File: config.mk
export PLATFORM = sky130hd
export DESIGN_NAME = pipe_trace_buffer
export DESIGN_NICKNAME = d
export VERILOG_FILES = /design/src/rtl/pipe_trace_buffer.sv
export SDC_FILE = /design/constraint.sdc
export NUM_CORES = 1
export LEC_CHECK = 0
export BUFFER_PORTS_ARGS = -buffer_cell sky130_fd_sc_hd__buf_2
export CAP_MARGIN = 30
export CORE_MARGIN = 10
export CORE_UTILIZATION = 60
export CTS_BUF_LIST = sky130_fd_sc_hd__clkbuf_4
export CTS_CLUSTER_DIAMETER = 50
export DETAILED_ROUTE_END_ITERATION = 10
export GPL_TIMING_DRIVEN = 0
export PLACE_DENSITY = 0.82
export SLEW_MARGIN = 20
export SYNTH_ARGS = -nofsm -noshare
export SYNTH_HDL_FRONTEND = slang
export SYNTH_SLANG_ARGS = --single-unit
File: constraint.sdc
create_clock -name clock -period 3.42 [get_ports clock]
set_input_delay 0.342 -clock clock [delete_from_list [all_inputs] [get_ports clock]]
set_output_delay 0.342 -clock clock [all_outputs]
set_load 0.02 [all_outputs]
File: src/rtl/pipe_trace_buffer.sv
// rtl/pipe_trace_buffer.sv - circular trace buffer of pipeline-latch snapshots with trigger/post-capture.
// Define TRACE_OVERFLOW_FLAG_EN to add the sticky overflow output.
module pipe_trace_buffer #(
   parameter int DATA_W = 32,
   parameter int DEPTH  = 16,
   parameter int CNT_W  = 8,
   parameter int POST   = 4
) (
   input  logic                       clock,
   input  logic                       reset,
   input  logic                       capture_en,
   input  logic                       trig,
   input  logic                       clear,
   input  logic [DATA_W-1:0]          snap,
   input  logic                       rd_en,
   input  logic [$clog2(DEPTH)-1:0]   rd_idx,
   output logic [DATA_W-1:0]          rd_data,
   output logic [CNT_W-1:0]           rd_cycle,
   output logic                       rd_valid,
   output logic [$clog2(DEPTH):0]     count,
   output logic [CNT_W-1:0]           cycle_count,
   output logic [1:0]                 state
`ifdef TRACE_OVERFLOW_FLAG_EN
   ,
   output logic                       overflow
`endif
);

   localparam int AW = $clog2(DEPTH);
   localparam logic [AW-1:0] POST_LAST = AW'((POST == 0) ? 0 : POST - 1);
   localparam logic [AW:0]   FULL      = (AW+1)'(DEPTH);

   typedef enum logic [1:0] {
      S_IDLE  = 2'd0,
      S_ARMED = 2'd1,
      S_POST  = 2'd2,
      S_DONE  = 2'd3
   } state_t;

   state_t                   cur, nxt;
   logic [AW-1:0]            wr_ptr;
   logic [AW-1:0]            post_cnt, post_cnt_nxt;
   logic [AW-1:0]            rd_addr;
   logic                     wr_en;
   logic                     rd_hit;
   logic [CNT_W+DATA_W-1:0]  mem [DEPTH];

   assign state   = cur;
   assign rd_hit  = ({1'b0, rd_idx} < count);
   // count[AW-1:0] is zero when full, which makes the oldest entry sit at wr_ptr
   assign rd_addr = wr_ptr - count[AW-1:0] + rd_idx;

   always_ff @(posedge clock) begin
      if (reset) begin
         cur      <= S_IDLE;
         post_cnt <= '0;
      end else begin
         cur      <= nxt;
         post_cnt <= post_cnt_nxt;
      end
   end

   always_comb begin
      nxt          = cur;
      wr_en        = 1'b0;
      post_cnt_nxt = post_cnt;
      if (clear) begin
         nxt = S_IDLE;
      end else begin
         case (cur)
            S_IDLE: begin
               if (capture_en) nxt = S_ARMED;
            end
            S_ARMED: begin
               if (!capture_en) begin
                  nxt = S_IDLE;
               end else begin
                  wr_en = 1'b1;
                  if (trig) begin
                     post_cnt_nxt = '0;
                     nxt          = (POST == 0) ? S_DONE : S_POST;
                  end
               end
            end
            S_POST: begin
               if (capture_en) begin
                  wr_en        = 1'b1;
                  post_cnt_nxt = post_cnt + 1'b1;
                  if (post_cnt == POST_LAST) nxt = S_DONE;
               end
            end
            default: ;
         endcase
      end
   end

   always_ff @(posedge clock) begin
      if (wr_en && !reset) mem[wr_ptr] <= {cycle_count, snap};
   end

   always_ff @(posedge clock) begin
      if (reset) begin
         cycle_count <= '0;
         wr_ptr      <= '0;
         count       <= '0;
         rd_valid    <= 1'b0;
         rd_data     <= '0;
         rd_cycle    <= '0;
`ifdef TRACE_OVERFLOW_FLAG_EN
         overflow    <= 1'b0;
`endif
      end else begin
         cycle_count <= cycle_count + 1'b1;
         if (clear) begin
            wr_ptr   <= '0;
            count    <= '0;
`ifdef TRACE_OVERFLOW_FLAG_EN
            overflow <= 1'b0;
`endif
         end else if (wr_en) begin
            wr_ptr <= wr_ptr + 1'b1;
            if (count != FULL) begin
               count <= count + 1'b1;
            end
`ifdef TRACE_OVERFLOW_FLAG_EN
            else begin
               overflow <= 1'b1;
            end
`endif
         end
         // Memory read sees pre-write contents when addresses collide
         rd_valid <= rd_en && rd_hit;
         if (rd_en && rd_hit) {rd_cycle, rd_data} <= mem[rd_addr];
      end
   end

endmodule

==> results.toml, run 1 <==
[place]
hpwlAfterDp_um = 40400
gp_congestion = 0.861
port_buffers = 95
place_inst = 2492
place_area_mm2 = 0.0297

[setup_path]
cp-startpoint = "wr_ptr[2]$_SDFFE_PP0P_"
cp-endpoint = "rd_cycle[2]$_SDFFE_PP0P_"
critPathLaunchType = "register"
path_common_cell = "inv_1"
crit_slowest_cell = "ha_1"
crit_chain = "inv_1 -> fa_1 -> inv_1 -> ha_1 -> a21oi_1 -> xnor2_4 -> clkbuf_4 -> mux2i_1 -> a22o_1"
endpoint_kind = "register"
slowest_delay_ns = 0.50
reg2reg_from = "wr_ptr[2]$_SDFFE_PP0P_"
cp.arrival_ns = 4.25
r2r-end = "rd_cycle[2]$_SDFFE_PP0P_"
worst-setup-path-type = "reg -> reg"
critPathMaxFanout = 10
r2r_slack_ns = 0.06
required_ns = 4.31
reg2reg_depth = 9

[final_layout]
fin_nets = 2161
layout_common_cells = "edfxtp_1, mux2i_1, nand3_1"
fin_cells = 2848
nFillCells = 2871
final_common_cell = "edfxtp_1"
area_delta_synth_final_pct = 14.8
drive_above_1_share_pct = 21.3
regArea_mm2 = 0.0205
multi_input_area_mm2 = 0.00717
fin_util_pct = 69.8
fin_area_mm2 = 0.0325

[yosys]
synth_area_per_cell_um2 = 15.8
synth_edf_count = 640
synthArstFlopShare_pct = 0
synth_seq_cells = 704
ys_seq_area_share_pct = 72.4
yosysWarningCount = 0
syn_nets = 1850
syn_inst = 1786
syn_area_mm2 = 0.0283
synthFlopType = "edfxtp_1"
synth.distinct_cells = 44

[drt]
drc = 0
via_per_inst = 6.22
first_pass_iters = 8
drt_iter0_markers = 2447
postRouteAntennaNets = 0
wl_um = 70600
num_vias = 17723
drt-wirelength-per-cell_um = 24.8

[floorplan]
initial_core_util_pct = 60.8
core_area_mm2 = 0.0466
die_w_um = 237
row_count = 79
dieArea_mm2 = 0.0563
ios = 98
die_h_um = 237

[clock_network]
cts_buffers = 167
cts-root-buf = "clkbuf_4"
cts_max_level = 4
cts_tree = "done"
path_clk_slew_ns = 0.08
clk_latency_ns = 0.98
clockBufferDepth = 3
clock-sinks = 704

[global_routing]
grt_pass1_wl_um = 105000
track_usage_pct = 24.7
grt_pass1_vias = 18457
antenna_found_initial = 2
grt.overflow.total = 0
grt_max_degree = 41

[timing]
post-route-period-util_pct = 98.2
setup_viol = 0
drv_slew = 0
timing.fmax_mhz = 298
clock_skew_ns = 0.0632
hold_viol = 0
relSlewSlack_pct = 23.9
hold_ws_ns = 0.290
period_needed_ns = 3.36
tightest_slew_ns = 1.14

[worst_hold_path]
min-delay-path-class = "in -> reg"
worstHoldStart = "rd_en"

[pwr]
p_per_area_mw_per_mm2 = 558
p_leak_uw = 0.0121
ir_drop_uv = 308

[outcome]
outcome = "complete, no violations"

[run]
cap_violations = 0
==> metal layers <==
layer  share of wire (%)  GRT usage, %
met5                   0             0
met1                  36          28.9
met3                  10          6.79
met4                 3.6          13.0
met2                  50          41.1
==> worst max-delay path: cells and delay by family (launching register included) <==
kind,cells,cell delay [ns]
AO/OA/AOI/OAI,2,0.42
XOR/XNOR,1,0.48
adder cells (fa/ha/maj),2,0.99
buffers and inverters,3,0.55
flip-flops,1,0.39
multiplexers,1,0.46
==> through the flow <==
step	TNS [ns]	setup WS, ns	total power [uW]
after floorplan	0	0.621	10700
after global placement	-108.63	-0.311	11300
after detailed placement	-12.29	-0.423	11300
after CTS	0	0.00982	18100
after global routing	-0.0160	-0.0160	18700
final	0	0.0605	18100
==> state kept, by name, summed over array words and instances (netlist names) <==
name         count
post_cnt         4
rd_data         32
count            5
rd_valid         1
rd_cycle         8
wr_ptr           4
cycle_count      8
mem            640
state            2
==> synth_stat cells (3+ instances only) <==
library cell | count | share of area (%)
ha_1 | 19 | 0.84
fa_1 | 3 | 0.21
and2_1 | 11 | 0.24
clkbuf_4 | 4 | 0.11
inv_1 | 17 | 0.23
buf_1 | 4 | 0.053
nand2_1 | 11 | 0.15
nor2b_1 | 3 | 0.066
xnor2_1 | 10 | 0.31
buf_4 | 8 | 0.21
clkbuf_1 | 44 | 0.58
nor2_1 | 22 | 0.29
xor2_1 | 5 | 0.15
a22o_1 | 40 | 1.2
nand4_1 | 83 | 1.8
buf_6 | 10 | 0.40
nor3_1 | 3 | 0.053
nand3_1 | 326 | 5.8
buf_2 | 52 | 0.92
and3_1 | 7 | 0.15
dfxtp_1 | 64 | 4.5
a21oi_1 | 11 | 0.19
edfxtp_1 | 640 | 68
mux2i_1 | 361 | 13
nor4_1 | 3 | 0.066
==> layout make-up <==
class                      instances  area share [%]
sequential                       704            63.1
tap                              607            2.34
multi-input combinational        940            22.1
timing repair buffer             144            3.14
antenna                            2          0.0154
inverter                          19           0.220
buffer                           121            2.42
clock inverter                    65            1.01
clock buffer                     246            5.69
==> report_power, final <==
group | internal, uW | switching, uW
registers | 9400 | 39.9
logic | 650 | 1210
clock network | 3480 | 3330
total | 13500 | 4580
==> how the worst min path moves through the flow <==
stage | slack (ns) | endpoint | depth (start not counted)
floorplan | 0.44 | mem[0][0]$_DFFE_PP_ | 0
CTS | 0.16 | rd_cycle[7]$_SDFFE_PP0P_ | 5
global placement | 0.46 | rd_data[22]$_SDFFE_PP0P_ | 1
finish | 0.29 | rd_cycle[7]$_SDFFE_PP0P_ | 5
global route | 0.25 | rd_cycle[7]$_SDFFE_PP0P_ | 5
detailed placement | 0.46 | rd_data[1]$_SDFFE_PP0P_ | 1
==> cells by family after synthesis <==
logic type,synth area share [%]
adders and majority gates,1.05
xor gates and xnor gates,0.637
muxes,12.8
and+or+nand+nor,8.89
AOI/OAI and AO/OA,1.64
buffers and inverters,2.54
DFF,72.4
==> repair_timing <==
action / 4_1_cts / 5_1_grt
hold buffers: 38 / 0
hold endpoints to repair: 526 / 0
gates resized for setup: 24 / 38
setup buffers: 3 / 4
endpoints found under the setup margin: 40 / 40
pin swaps: 1 / 3
Note: power is estimated with default switching activity, not from simulation.
==> inputs of run 2 (changes only) <==
CORE_MARGIN = default   (was 10)
CTS_BUF_LIST = sky130_fd_sc_hd__clkbuf_16   (was sky130_fd_sc_hd__clkbuf_4)
==> results.toml, run 2 (synthesis gave the netlist of run 1 again) <==
[floorplan]
die_w_um = 219
row_count = 79
core_area_mm2 = 0.0466
dieArea_mm2 = 0.0480
initial_core_util_pct = 60.8
ios = 98
die_h_um = 219

[final_layout]
nFillCells = 2886
final_common_cell = "edfxtp_1"
reg_top3 = "mem (640), rd_data (32)"
fin_util_pct = 69.0
drive_above_1_share_pct = 15.2
largest_register_ffs = 640
fin_cells = 2628
fin_nets = 2026
area_delta_synth_final_pct = 13.4
largest_register = "mem"
layout_common_cells = "edfxtp_1, mux2i_1, nand3_1"

[timing]
post-route-period-util_pct = 98.4
period_needed_ns = 3.37
drv_slew = 0
timing.fmax_mhz = 297
clock_skew_ns = 0.0230
setup_viol = 0
relSlewSlack_pct = 45.2
tightest_slew_ns = 0.821
hold_viol = 0

[outcome]
outcome = "complete, no violations"

[clock_network]
cts-root-buf = "clkbuf_16"
cts_tree = "done"
clock-sinks = 704
cts_hold_buffers = 0
cts_max_level = 3
clk_latency_ns = 0.61
clockBufferDepth = 3
path_clk_slew_ns = 0.06
cts_buffers = 69

[pwr]
total_power_uw = 18400
p_per_area_mw_per_mm2 = 575
ir_drop_uv = 314
p_leak_uw = 0.0118

[drt]
via_per_inst = 6.41
postRouteAntennaNets = 0
first_pass_iters = 5
num_vias = 16845
drc = 0
drt-wirelength-per-cell_um = 25.3
drt_iter0_markers = 1969
wl_um = 66500

[global_routing]
grt.overflow.total = 0
grt_max_degree = 41
track_usage_pct = 27.7
grt_pass1_vias = 16389
antenna_found_initial = 0
grt_pass1_wl_um = 97000

[run]
cap_violations = 0

[worst_hold_path]
min_to = "state[1]$_SDFFE_PP0P_"
hold_depth = 3
worstHoldStart = "clear"
min-delay-path-class = "in -> reg"

[setup_path]
cp.arrival_ns = 3.85
required_ns = 3.90
r2r-end = "rd_cycle[7]$_SDFFE_PP0P_"
critPathLaunchType = "register"
reg2reg_depth = 12
reg2reg_from = "wr_ptr[1]$_SDFFE_PP0P_"
r2r_slack_ns = 0.05
critPathMaxFanout = 10
endpoint_kind = "register"
worst-setup-path-type = "reg -> reg"

[place]
port_buffers = 95
hpwlAfterDp_um = 38200
gp_congestion = 0.805
place_inst = 2493
[run 2: cell types whose count changed in the layout (fill, tap and decap cells not counted), moves of 3 or more]
cell | before | now
buf_12 | 0 | 4
buf_2 | 119 | 115
buf_4 | 24 | 16
buf_6 | 16 | 30
buf_8 | 6 | 0
clkbuf_16 | 0 | 73
clkbuf_4 | 257 | 12
clkinv_1 | 45 | 17
clkinv_2 | 7 | 10
clkinvlp_4 | 5 | 0
dlygate4sd3_1 | 38 | 0
inv_1 | 17 | 34
inv_2 | 7 | 2
inv_6 | 0 | 6
[run 2: where the power goes]
| group | switching [uW] | total, uW | internal [uW] |
|---|---|---|---|
| logic | 1180 | 1810 | 632 |
| clock network | 3160 | 7190 | 4030 |
| registers | 40.3 | 9450 | 9410 |
| total | 4380 | 18400 | 14100 |
[run 2: through the flow]
| stage | hold slack, ns | setup WS (ns) | cell area [um2] | setup TNS [ns] |
|---|---|---|---|---|
| finish | 0.0250 | 0.0537 | 32100 | 0 |
| detailed placement | 0.463 | -0.402 | 29700 | -13.34 |
| global route | 0.0416 | -0.0343 | 32100 | -0.0685 |
| CTS | 0.00230 | -0.0103 | 32000 | -0.0182 |
| global placement | 0.458 | -0.315 | 29500 | -108.90 |
| floorplan | 0.441 | 0.621 | 28300 | 0 |
[run 2: layer usage]
layer | global-route usage (%) | share of wire, % | vias to the layer above
met1 | 37.4 | 38 | 8302
met4 | 13.6 | 4.5 | 0
met3 | 4.67 | 9.4 | 197
met5 | 0 | 0 | -
li1 | - | - | 7334
met2 | 43.9 | 48 | 1012
[run 2: cell type report]
cell class	instances	area (um2)	share of cell area, %
flip-flops and latches	704	20500	63.8
multi-input cells	940	7180	22.3
clock buffers	73	1830	5.69
plain buffers	123	806	2.51
well taps	607	759	2.37
repair buffers	105	644	2.01
clock inverters	55	319	0.994
inverters	19	71.3	0.222
diodes	2	5.00	0.0156
[run 2: worst max-delay path, cell delays in order, from the launching register on]
cell	delay, ns
dfxtp_1	0.40
inv_1	0.12
fa_1	0.49
inv_1	0.07
fa_1	0.56
clkbuf_4	0.23
buf_6	0.19
buf_6	0.21
mux2i_1	0.28
nand3_1	0.12
nand4_1	0.19
mux2i_1	0.16
a22o_1	0.22
[run 2: repair_timing]
action,in CTS,in global routing
resized for setup,27,41
pin swaps,1,2
setup endpoints to repair,40,40
setup buffers,3,2
hold endpoints to repair,0,0
cloned,0,0
[run 2: worst max path at each step]
stage                           startpoint                  endpoint  depth (start not counted)
global route        wr_ptr[0]$_SDFFE_PP0P_  rd_data[27]$_SDFFE_PP0P_                         13
CTS                 wr_ptr[0]$_SDFFE_PP0P_  rd_data[26]$_SDFFE_PP0P_                         13
floorplan            state[0]$_SDFFE_PP0P_      mem[10][0]$_DFFE_PP_                          5
global placement                 rd_idx[1]  rd_data[15]$_SDFFE_PP0P_                         12
detailed placement  wr_ptr[0]$_SDFFE_PP0P_  rd_data[26]$_SDFFE_PP0P_                         12
finish              wr_ptr[1]$_SDFFE_PP0P_  rd_cycle[7]$_SDFFE_PP0P_                         12
==> inputs of run 3 (changes only) <==
clock period = 3.25 ns   (was 3.42 ns; I/O delays follow)
==> results.toml, run 3 (synthesis gave the netlist of run 1 again) <==
[outcome]
outcome = "complete, no violations"

[floorplan]
die_h_um = 219
initial_core_util_pct = 60.8
ios = 98
row_count = 79
core_area_mm2 = 0.0466
dieArea_mm2 = 0.0480
die_w_um = 219

[pwr]
p_leak_uw = 0.0119
total_power_uw = 19500
ir_drop_uv = 327
p_per_area_mw_per_mm2 = 602

[setup_path]
endpoint_kind = "register"
critPathMaxFanout = 10
critPathLaunchType = "register"
required_ns = 3.74
cp.arrival_ns = 3.70
worst-setup-path-type = "reg -> reg"

[timing]
period_needed_ns = 3.21
relSlewSlack_pct = 47.2
clock_skew_ns = 0.0234
setup_viol = 0
post-route-period-util_pct = 98.7
tightest_slew_ns = 0.791
timing.fmax_mhz = 312
drv_slew = 0
hold_viol = 0

[clock_network]
cts_buffers = 69
clockBufferDepth = 3
path_clk_slew_ns = 0.06
cts_tree = "done"
cts_max_level = 3
clk_latency_ns = 0.61
clock-sinks = 704
cts-root-buf = "clkbuf_16"

[final_layout]
drive_above_1_share_pct = 16.1
fin_area_mm2 = 0.0324
fin_nets = 2029
final_common_cell = "edfxtp_1"
fin_util_pct = 69.5
fin_cells = 2629
nFillCells = 2823
largest_register = "mem"
layout_common_cells = "edfxtp_1, mux2i_1, nand3_1"
largest_register_ffs = 640
diodes = 0
area_delta_synth_final_pct = 14.4
reg_top3 = "mem (640), rd_data (32)"

[place]
hpwlAfterDp_um = 38200
place_area_mm2 = 0.0297
place_inst = 2493
gp_congestion = 0.805
port_buffers = 95

[global_routing]
grt.overflow.total = 0
grt_pass1_vias = 16495
antenna_found_initial = 0
grt_max_degree = 41
track_usage_pct = 27.8
grt_pass1_wl_um = 97600

[drt]
postRouteAntennaNets = 0
num_vias = 16881
drt_iter0_markers = 2017
first_pass_iters = 6
drc = 0
drt-wirelength-per-cell_um = 25.8
wl_um = 67700
via_per_inst = 6.42

[run]
cap_violations = 0

[worst_hold_path]
min-delay-path-class = "in -> reg"
-- run 3: worst paths after layout --
check	startpoint	slack [ns]	endpoint	depth (start not counted)
worst min-delay path	snap[25]	0.09	mem[7][25]$_DFFE_PP_	1
worst min register to register	rd_data[31]$_SDFFE_PP0P_	0.47	rd_data[31]$_SDFFE_PP0P_	1
worst max-delay path	wr_ptr[1]$_SDFFE_PP0P_	0.04	rd_data[24]$_SDFFE_PP0P_	12
worst max register to register	wr_ptr[1]$_SDFFE_PP0P_	0.04	rd_data[24]$_SDFFE_PP0P_	12
-- run 3: layout make-up --
type | instances | area (um2) | share of cell area [%]
buffer | 123 | 982 | 3.03
clock inverter | 55 | 319 | 0.986
clock buffer | 73 | 1830 | 5.64
timing repair buffer | 108 | 692 | 2.14
multi-input combinational | 940 | 7210 | 22.3
sequential | 704 | 20500 | 63.3
inverter | 19 | 71.3 | 0.220
tap | 607 | 759 | 2.35
-- run 3: report_power, final --
part           total (uW)  switching (uW)  internal [uW]
Sequential           9940            42.3           9900
Clock                7570            3330           4240
Combinational        1970            1260            705
Total               19500            4640          14800
-- run 3: worst max-delay path: stages, from the launching register on --
cell and delay, ns:
dfxtp_2 0.36, inv_1 0.09, fa_1 0.48, inv_1 0.07
fa_2 0.60, buf_12 0.16, buf_12 0.17, buf_6 0.21
mux2i_1 0.27, nand3_1 0.12, nand4_1 0.21, mux2i_1 0.12
a22o_1 0.21
-- run 3: timing repair --
| item | in CTS | in global routing |
|---|---|---|
| endpoints found under the setup margin | 40 | 40 |
| resized for setup | 70 | 59 |
| hold buffers | 1 | 0 |
| buffers inserted | 5 | 0 |
| gates cloned | 0 | 2 |
| endpoints found under the hold margin | 1 | 0 |
| pin swaps | 4 | 8 |
-- run 3: through the flow --
step	setup TNS (ns)	hold WS (ns)	worst slack [ns]
floorplan	0	0.424	0.451
global placement	-224.28	0.458	-0.480
detailed placement	-20.14	0.463	-0.572
CTS	-0.000195	0.0685	-0.000195
global route	-0.105	0.0771	-0.0446
finish	0	0.0908	0.0435
-- run 3: metal layers --
layer  vias up  track usage (%)  wire (um)
li1       7332                -          -
met1      8286             37.6      25900
met2      1048             44.0      32400
met3       215             4.71       6210
met4         0             13.9       3240
met5         -                0          0
